<file path="src/rtl/drive_arbiter4.sv">
// drive_arbiter4: grants one of four requesters, emits a registered drive pulse to a mutex merge, acks on the synchronized free return.
// Fixed priority (ch0 highest) by default; define DRIVE_ARB_ROUND_ROBIN_EN for round-robin arbitration.
module drive_arbiter4 #(
  parameter int PULSE_W = 2,
  parameter int GAP_W   = 1
) (
  input  logic       clk,
  input  logic       rst,
  input  logic [3:0] i_req,
  output logic [3:0] o_ack,
  output logic       o_drive0,
  output logic       o_drive1,
  output logic       o_drive2,
  output logic       o_drive3,
  input  logic       i_free0,
  input  logic       i_free1,
  input  logic       i_free2,
  input  logic       i_free3,
  output logic [1:0] o_grant,
  output logic       o_busy
);

  localparam int         GAP_LEN    = (GAP_W < 1) ? 1 : GAP_W;
  localparam logic [3:0] PULSE_LAST = 4'(PULSE_W - 1);
  localparam logic [3:0] GAP_LAST   = 4'(GAP_LEN - 1);

  typedef enum logic [1:0] {IDLE, DRIVE, WAIT_FREE, GAP} state_e;

  state_e     state_q, state_d;
  logic [3:0] cnt_q, cnt_d;
  logic [1:0] grant_q, grant_d;
  logic [3:0] drive_q, drive_d;
  logic [3:0] ack_q, ack_d;
  logic       pend_q, pend_d;
  logic [3:0] free_s1_q, free_s2_q, free_h_q;
  logic [3:0] free_evt;
  logic       mine_free;
  logic [1:0] pick;

  // Free returns are asynchronous: two-flop synchronizer, then a history flop for rising-edge detection.
  always_ff @(posedge clk or negedge rst) begin
    if (!rst) begin
      free_s1_q <= '0;
      free_s2_q <= '0;
      free_h_q  <= '0;
    end else begin
      free_s1_q <= {i_free3, i_free2, i_free1, i_free0};
      free_s2_q <= free_s1_q;
      free_h_q  <= free_s2_q;
    end
  end

  assign free_evt  = free_s2_q & ~free_h_q;
  assign mine_free = free_evt[grant_q];

`ifdef DRIVE_ARB_ROUND_ROBIN_EN
  logic [1:0] ptr_q;

  always_comb begin
    pick = ptr_q;
    for (int i = 3; i >= 0; i--) begin
      if (i_req[ptr_q + 2'(i)]) pick = ptr_q + 2'(i);
    end
  end

  always_ff @(posedge clk or negedge rst) begin
    if (!rst) begin
      ptr_q <= '0;
    end else if (state_q == IDLE && |i_req) begin
      ptr_q <= pick + 2'd1;
    end
  end
`else
  always_comb begin
    pick = 2'd0;
    for (int i = 3; i >= 0; i--) begin
      if (i_req[i]) pick = 2'(i);
    end
  end
`endif

  always_comb begin
    state_d = state_q;
    cnt_d   = cnt_q;
    grant_d = grant_q;
    pend_d  = pend_q;
    ack_d   = '0;
    case (state_q)
      IDLE: begin
        if (|i_req) begin
          state_d = DRIVE;
          grant_d = pick;
          cnt_d   = '0;
          pend_d  = 1'b0;
        end
      end
      DRIVE: begin
        // An early free must survive until WAIT_FREE, since the edge detector fires only once.
        if (mine_free) pend_d = 1'b1;
        if (cnt_q == PULSE_LAST) begin
          state_d = WAIT_FREE;
          cnt_d   = '0;
        end else begin
          cnt_d = cnt_q + 4'd1;
        end
      end
      WAIT_FREE: begin
        if (mine_free || pend_q) begin
          state_d         = GAP;
          pend_d          = 1'b0;
          ack_d[grant_q]  = 1'b1;
        end
      end
      GAP: begin
        if (cnt_q == GAP_LAST) state_d = IDLE;
        else                   cnt_d   = cnt_q + 4'd1;
      end
      default: state_d = IDLE;
    endcase
    drive_d = '0;
    if (state_d == DRIVE) drive_d[grant_d] = 1'b1;
  end

  always_ff @(posedge clk or negedge rst) begin
    if (!rst) begin
      state_q <= IDLE;
      cnt_q   <= '0;
      grant_q <= '0;
      pend_q  <= 1'b0;
      drive_q <= '0;
      ack_q   <= '0;
    end else begin
      state_q <= state_d;
      cnt_q   <= cnt_d;
      grant_q <= grant_d;
      pend_q  <= pend_d;
      drive_q <= drive_d;
      ack_q   <= ack_d;
    end
  end

  assign o_drive0 = drive_q[0];
  assign o_drive1 = drive_q[1];
  assign o_drive2 = drive_q[2];
  assign o_drive3 = drive_q[3];
  assign o_ack    = ack_q;
  assign o_grant  = grant_q;
  assign o_busy   = (state_q != IDLE);

endmodule
</file>
<file path="config.mk">
export PLATFORM = sky130hd
export DESIGN_NAME = drive_arbiter4
export DESIGN_NICKNAME = d
export VERILOG_FILES = /design/src/rtl/drive_arbiter4.sv
export SDC_FILE = /design/constraint.sdc
export NUM_CORES = 1
export LEC_CHECK = 0
export CAP_MARGIN = 40
export CELL_PAD_IN_SITES_DETAIL_PLACEMENT = 1
export CELL_PAD_IN_SITES_GLOBAL_PLACEMENT = 1
export CORE_ASPECT_RATIO = 1.5
export CORE_MARGIN = 2
export CORE_UTILIZATION = 36
export DETAILED_ROUTE_END_ITERATION = 7
export PLACE_DENSITY_LB_ADDON = 0.25
export SETUP_SLACK_MARGIN = 0.3
export SYNTH_ARGS = -nofsm -noshare
export SYNTH_HDL_FRONTEND = slang
export SYNTH_SLANG_ARGS = --single-unit
</file>
<file path="constraint.sdc">
create_clock -name clk -period 1.8 [get_ports clk]
set_clock_uncertainty 0.05 [all_clocks]
set_input_delay 0.18 -clock clk [delete_from_list [all_inputs] [get_ports clk]]
set_output_delay 0.18 -clock clk [all_outputs]
set_load 0.05 [all_outputs]
</file>
Yosys cells after proc, flatten, opt, wreduce, memory -nomap -nowiden --
Cells that the tools add are included.
Storage, ports and cells: register bits 29, output and inout port bits 11, logic and storage cells 64
Cells by class: add/subtract/negate cells 1, order comparisons 4, equality and inequality tests 9, muxes and demuxes 28, bitwise operators 2, reductions and logical operators 11
Operators by type and width (number):
- $mux 4 | 6
- $mux 2 | 10
- $pmux 4 s3 | 1
- $ne 2x2->1 const B | 4
- $pmux 2 s4 | 1
- $lt 2x3->1 const B | 2
- $mux 1 | 6
- $reduce_bool 3->1 | 2
- $add 4x1->4 const B | 1
- $and 4x4->4 | 1
- $demux 1 s2 | 2
- $eq 2x1->1 const B | 2
- $eq 2x2->1 const B | 2
- $eq 4x1->1 const B | 1
- $ge 2x1->1 const B | 2
- $logic_not 4->1 | 1
- $not 4->4 | 1
- $reduce_and 4->1 | 1
- $reduce_or 4->1 | 1
- $pmux 1 s3 | 1
- $reduce_and 3->1 | 1
- $bmux 1 s2 | 1
- $logic_and 1x1->1 | 2
- $logic_not 2->1 | 1
- 2 further kinds | 2

Depth between registers and ports, before layout --
depth after elaboration 11, mapped depth 7, gate-level depth less buffers 6

Worst setup path before layout --
OpenSTA, ideal clock, no wires.
kind flip-flop to flip-flop, from reg grant_q[0] (netlist: o_grant[0]), to reg ack_q[1] (netlist: o_ack[1]), library setup time 96 ps, arrival 1855 ps, data required time 1654 ps, setup slack -201 ps, cell stages (with the launch flop) 6, buffers on the path 1, cell sequence dfrtp_1 > buf_6 > or4b_4 > and4_4 > and2_4 > nor4b_2
Between the ends: longest elaborated chain between the ends 6
Ends and longest elaborated chain:
- from (decl) | line 31 | logic [1:0] grant_q, grant_d;
- from (signal assigned) | line 135 | grant_q <= grant_d;
- $lt 2x3->1 (not written as such) or $ge 2x1->1 (tied branches) | line 111 | ack_d[grant_q] = 1'b1;
- $logic_and 1x1->1 (not written as such) | line 111
- $mux 1 (not written as such) | line 111
- $demux 1 s2 | line 111
- $mux 4 (*) | line 108 | if (mine_free || pend_q) begin
- $mux 4 (*) | line 88 | case (state_q)
- via ack_d[1] | line 33 | logic [3:0] ack_q, ack_d;
- to (signal assigned) | line 138 | ack_q <= ack_d;
- to (decl) | line 33
Mark *: on every way through the listed nets, which the timed path passes. The rest lies on a longest branch. The select of a mux whose other input is x is not followed. A chain may end at the register's enable or synchronous reset.

Worst setup path after layout --
from reg grant_q[0] (netlist: o_grant[0]), to reg drive_q[1]
Between the ends: longest elaborated chain between the ends 7
Ends and longest elaborated chain:
- $mux 2 or $bmux 1 s2 (tied branches) | line 90, 54
- $mux 2 or $mux 1 (tied branches) | line 88, 54
- $lt 2x3->1 (not written as such), or another cell as far along | line 121 | if (state_d == DRIVE) drive_d[grant_d] = 1'b1;
- $logic_and 1x1->1 (not written as such) or $mux 2 (tied branches) | line 121, 108
- $mux 1 (not written as such) or $pmux 2 s4 (tied branches) | line 121, 88
- $demux 1 s2 or $eq 2x1->1 (tied branches) | line 121
- $mux 4 (*) | line 121
- via drive_d[1] | line 32 | logic [3:0] drive_q, drive_d;
- to (signal assigned) | line 137 | drive_q <= drive_d;
- to (decl) | line 32
Marks and branches as above.

==> impl_metrics.yaml <==
outcome:
  status: "finished, final reports clean"
layout:
  fin_cells: 184
  drive_gt1_share_pct: 50.0
  syn2layout_area_growth_pct: 62.0
  post-route-util_pct: 60.6
  diodes: 0
  nets: 156
grt:
  grt_max_degree: 30
  grt_pass1_wl_mm: 5.02
  first_global_vias: 1013
  grt_use_total_pct: 19.2
  antenna_found_initial: 0
  overflow: 0
yosys:
  yosys_warnings: 0
  synthTopCellsByArea: "dfrtp_1 (61%), ha_1 (3.2%), or4bb_1 (2.9%), nor4b_2 (2.5%), nor2_1 (2.2%)"
  yosys.area.top_type: "dfrtp_1"
  syn_nets: 105
  synthesis.area_um2: 1180
  synth_cells: 92
  avgSynthCellArea_um2: 12.8
  netlist.area_leader.share_pct: 61.4
  yosys.cell_types.count: 38
  seq_area_frac_synth_pct: 61.4
  ys_ff_latch: 29
timing:
  relSlewSlack_pct: 65.1
  fin_crit_ns: 1.79
  worst_slew_pin_slew_ns: 0.526
  fmax_ghz: 0.559
  drv_slew: 0
  grt_setup_unrepaired: "true"
  setup_viol: 0
  finalWorstSetupSlack_ns: 0.00955
  finalHoldViolCount: 0
  period_share_pct: 99.5
power_and_ir_drop:
  swShare_pct: 41.5
  p_clk_share_pct: 19.1
  powerDensity_nw_per_um2: 1960
  power.internal_mw: 2.19
  power_frac_comb_pct: 55.7
  p_switching_mw: 1.56
  leakage_nw: 0.860
  vdd_drop_max_uv: 982
  sequentialPowerShare_pct: 25.2
die:
  num_rows: 25
  core_area_um2: 3160
  die_area_um2: 3760
  die_y_um: 74.2
  start_util_pct: 37.4
  boundaryPins: 21
  die_w_um: 50.8
hold_path:
  hp-class: "primary input to asynchronous set/reset pin"
placed_design:
  io_buffers: 20
  gp_congestion: 0.771
  dp.cells: 161
  dpl.hpwl_mm: 1.81
  place_ws_ns: -0.134
routing:
  drc: 0
  via_per_inst: 5.31
  firstDrtPassIters: 4
  ant_nets: 0
  wire_per_inst_um: 20.1
  dr_total_vias: 977
  drt_wl_total_mm: 3.69
  drt-initial-drc-count: 20
clock_tree:
  htree_levels: 2
  ctsHoldBuffers: 0
  cts_buffers: 5
  root_buffer: "clkbuf_8"
  clock_sinks: 29
  clkTransAtPathRegs_ns: 0.07
  cts_tree: "yes"
  cts_buffer_depth: 2
  clock_latency_ns: 0.29
setup_path:
  cp_max_fo: 5
  reg2reg_from: "o_grant[0]"
  start_kind: "flip-flop"
  required_ns: 1.94
  crit_path_end_kind: "flip-flop"
  critPathKind: "flip-flop to flip-flop"
  critPathArrivalTime_ns: 1.93
  startpoint: "o_grant[0]"
flow_run:
  maxCapViolCount: 0
[layer usage]
metal / global-route usage [%] / vias to the layer above / wire, µm
li1: - / 443 / -
met1: 19.6 / 497 / 1330
met2: 34.4 / 26 / 2150
met3: 6.22 / 11 / 110
met4: 10.5 / 0 / 100
met5: 0 / - / 0
[cell families after synthesis]
| logic type | Yosys count | share of synthesized area [%] |
|---|---|---|
| adder cells (fa/ha/maj) | 3 | 3.18 |
| multiplexers | 2 | 1.69 |
| flip-flops | 29 | 61.4 |
| buffers and inverters | 9 | 3.71 |
| AO/OA/AOI/OAI | 14 | 8.16 |
| AND/OR/NAND/NOR | 35 | 21.8 |
[power groups by stage]
stage / clock, mW / combinational (mW) / sequential (mW)
floorplan: 0 / 0.702 / 1.11
global placement: 0 / 1.31 / 0.929
detailed placement: 0 / 1.34 / 0.941
CTS: 0.730 / 1.77 / 0.918
global route: 0.765 / 2.20 / 0.960
finish: 0.718 / 2.09 / 0.945
[path summary, 6_finish.rpt]
| kind | endpoint | slack, ns | cells after the start |
|---|---|---|---|
| min in group clk | free_s1_q[1] | 0.28 | 1 |
| worst min-delay path | o_ack[0] | 0.23 | 2 |
| max in group asynchronous | state_q[1] | 1.17 | 2 |
| worst min register to register | free_s2_q[3] | 0.30 | 0 |
| worst max-delay path | drive_q[1] | 0.01 | 4 |
| worst max register to register | drive_q[1] | 0.01 | 4 |
[state kept, by name, summed over array words and instances, names as in the netlist]
name,cells
drive_q,4
cnt_q,4
o_grant,2
free_h_q,4
free_s2_q,4
state_q,2
o_ack,4
free_s1_q,4
pend_q,1
[per-stage QoR]
stage | total power [mW] | hold WS (ns) | TNS, ns | area, µm²
after floorplan | 1.81 | -0.166 | -0.356 | 1190
after global placement | 2.24 | 0.284 | -0.263 | 1510
after detailed placement | 2.28 | 0.290 | -0.695 | 1510
after CTS | 3.41 | 0.246 | 0 | 1800
after global routing | 3.93 | 0.257 | -0.0822 | 1910
final | 3.75 | 0.226 | 0 | 1910
[synthesized netlist by cell type, drive strengths merged]
cell	n
a211oi	1
a21oi	2
a22o	1
a31oi	1
a41oi	1
and2	1
and4	1
buf	3
dfrtp	29
ha	3
inv	6
mux2i	2
nand2	2
nand3	1
nand4	1
nand4b	1
nor2	8
nor2b	1
nor3	4
nor3b	1
nor4	3
nor4b	4
o211ai	1
o21ai	3
o22a	1
o22ai	1
o2bb2ai	1
o31a	1
or2b	1
or4	1
or4b	2
or4bb	3
[cells in the final DEF, fill, tap and decap left out, types with 2 or more instances in the layout]
cell type,netlist,final
dfrtp_2,0,3
inv_2,1,4
ha_4,0,2
clkdlybuf4s50_1,0,8
nor3_2,1,2
dlygate4sd2_1,0,8
mux2i_1,2,2
clkbuf_8,0,6
nor2_1,7,7
inv_1,5,2
buf_4,0,22
nor4b_2,2,3
or4bb_4,0,2
dfrtp_1,29,26
nand2_1,2,2
nor4_2,0,3
buf_6,1,7
[critical path, stage by stage (launching register included)]
cell and delay [ns]:
dfrtp_2 0.44, or4bb_4 0.58, a41oi_4 0.26, nor3_4 0.11, nor4b_2 0.25
[final cells by class]
class                   count  area [µm²]
clock buffers               6        82.6
clock inverters             2        37.5
fillers                   305        1250
inverters                   6        22.5
multi-input cells          54         564
flip-flops and latches     29         729
well taps                  40        50.0
repair buffers             47         427
[what timing repair did]
item,CTS,global route
endpoints found under the setup margin,23,17
gates resized for setup,34,11
gates cloned,0,0
buffers inserted,9,6
pin swaps,7,7
Power figures use the tool's default switching activity.
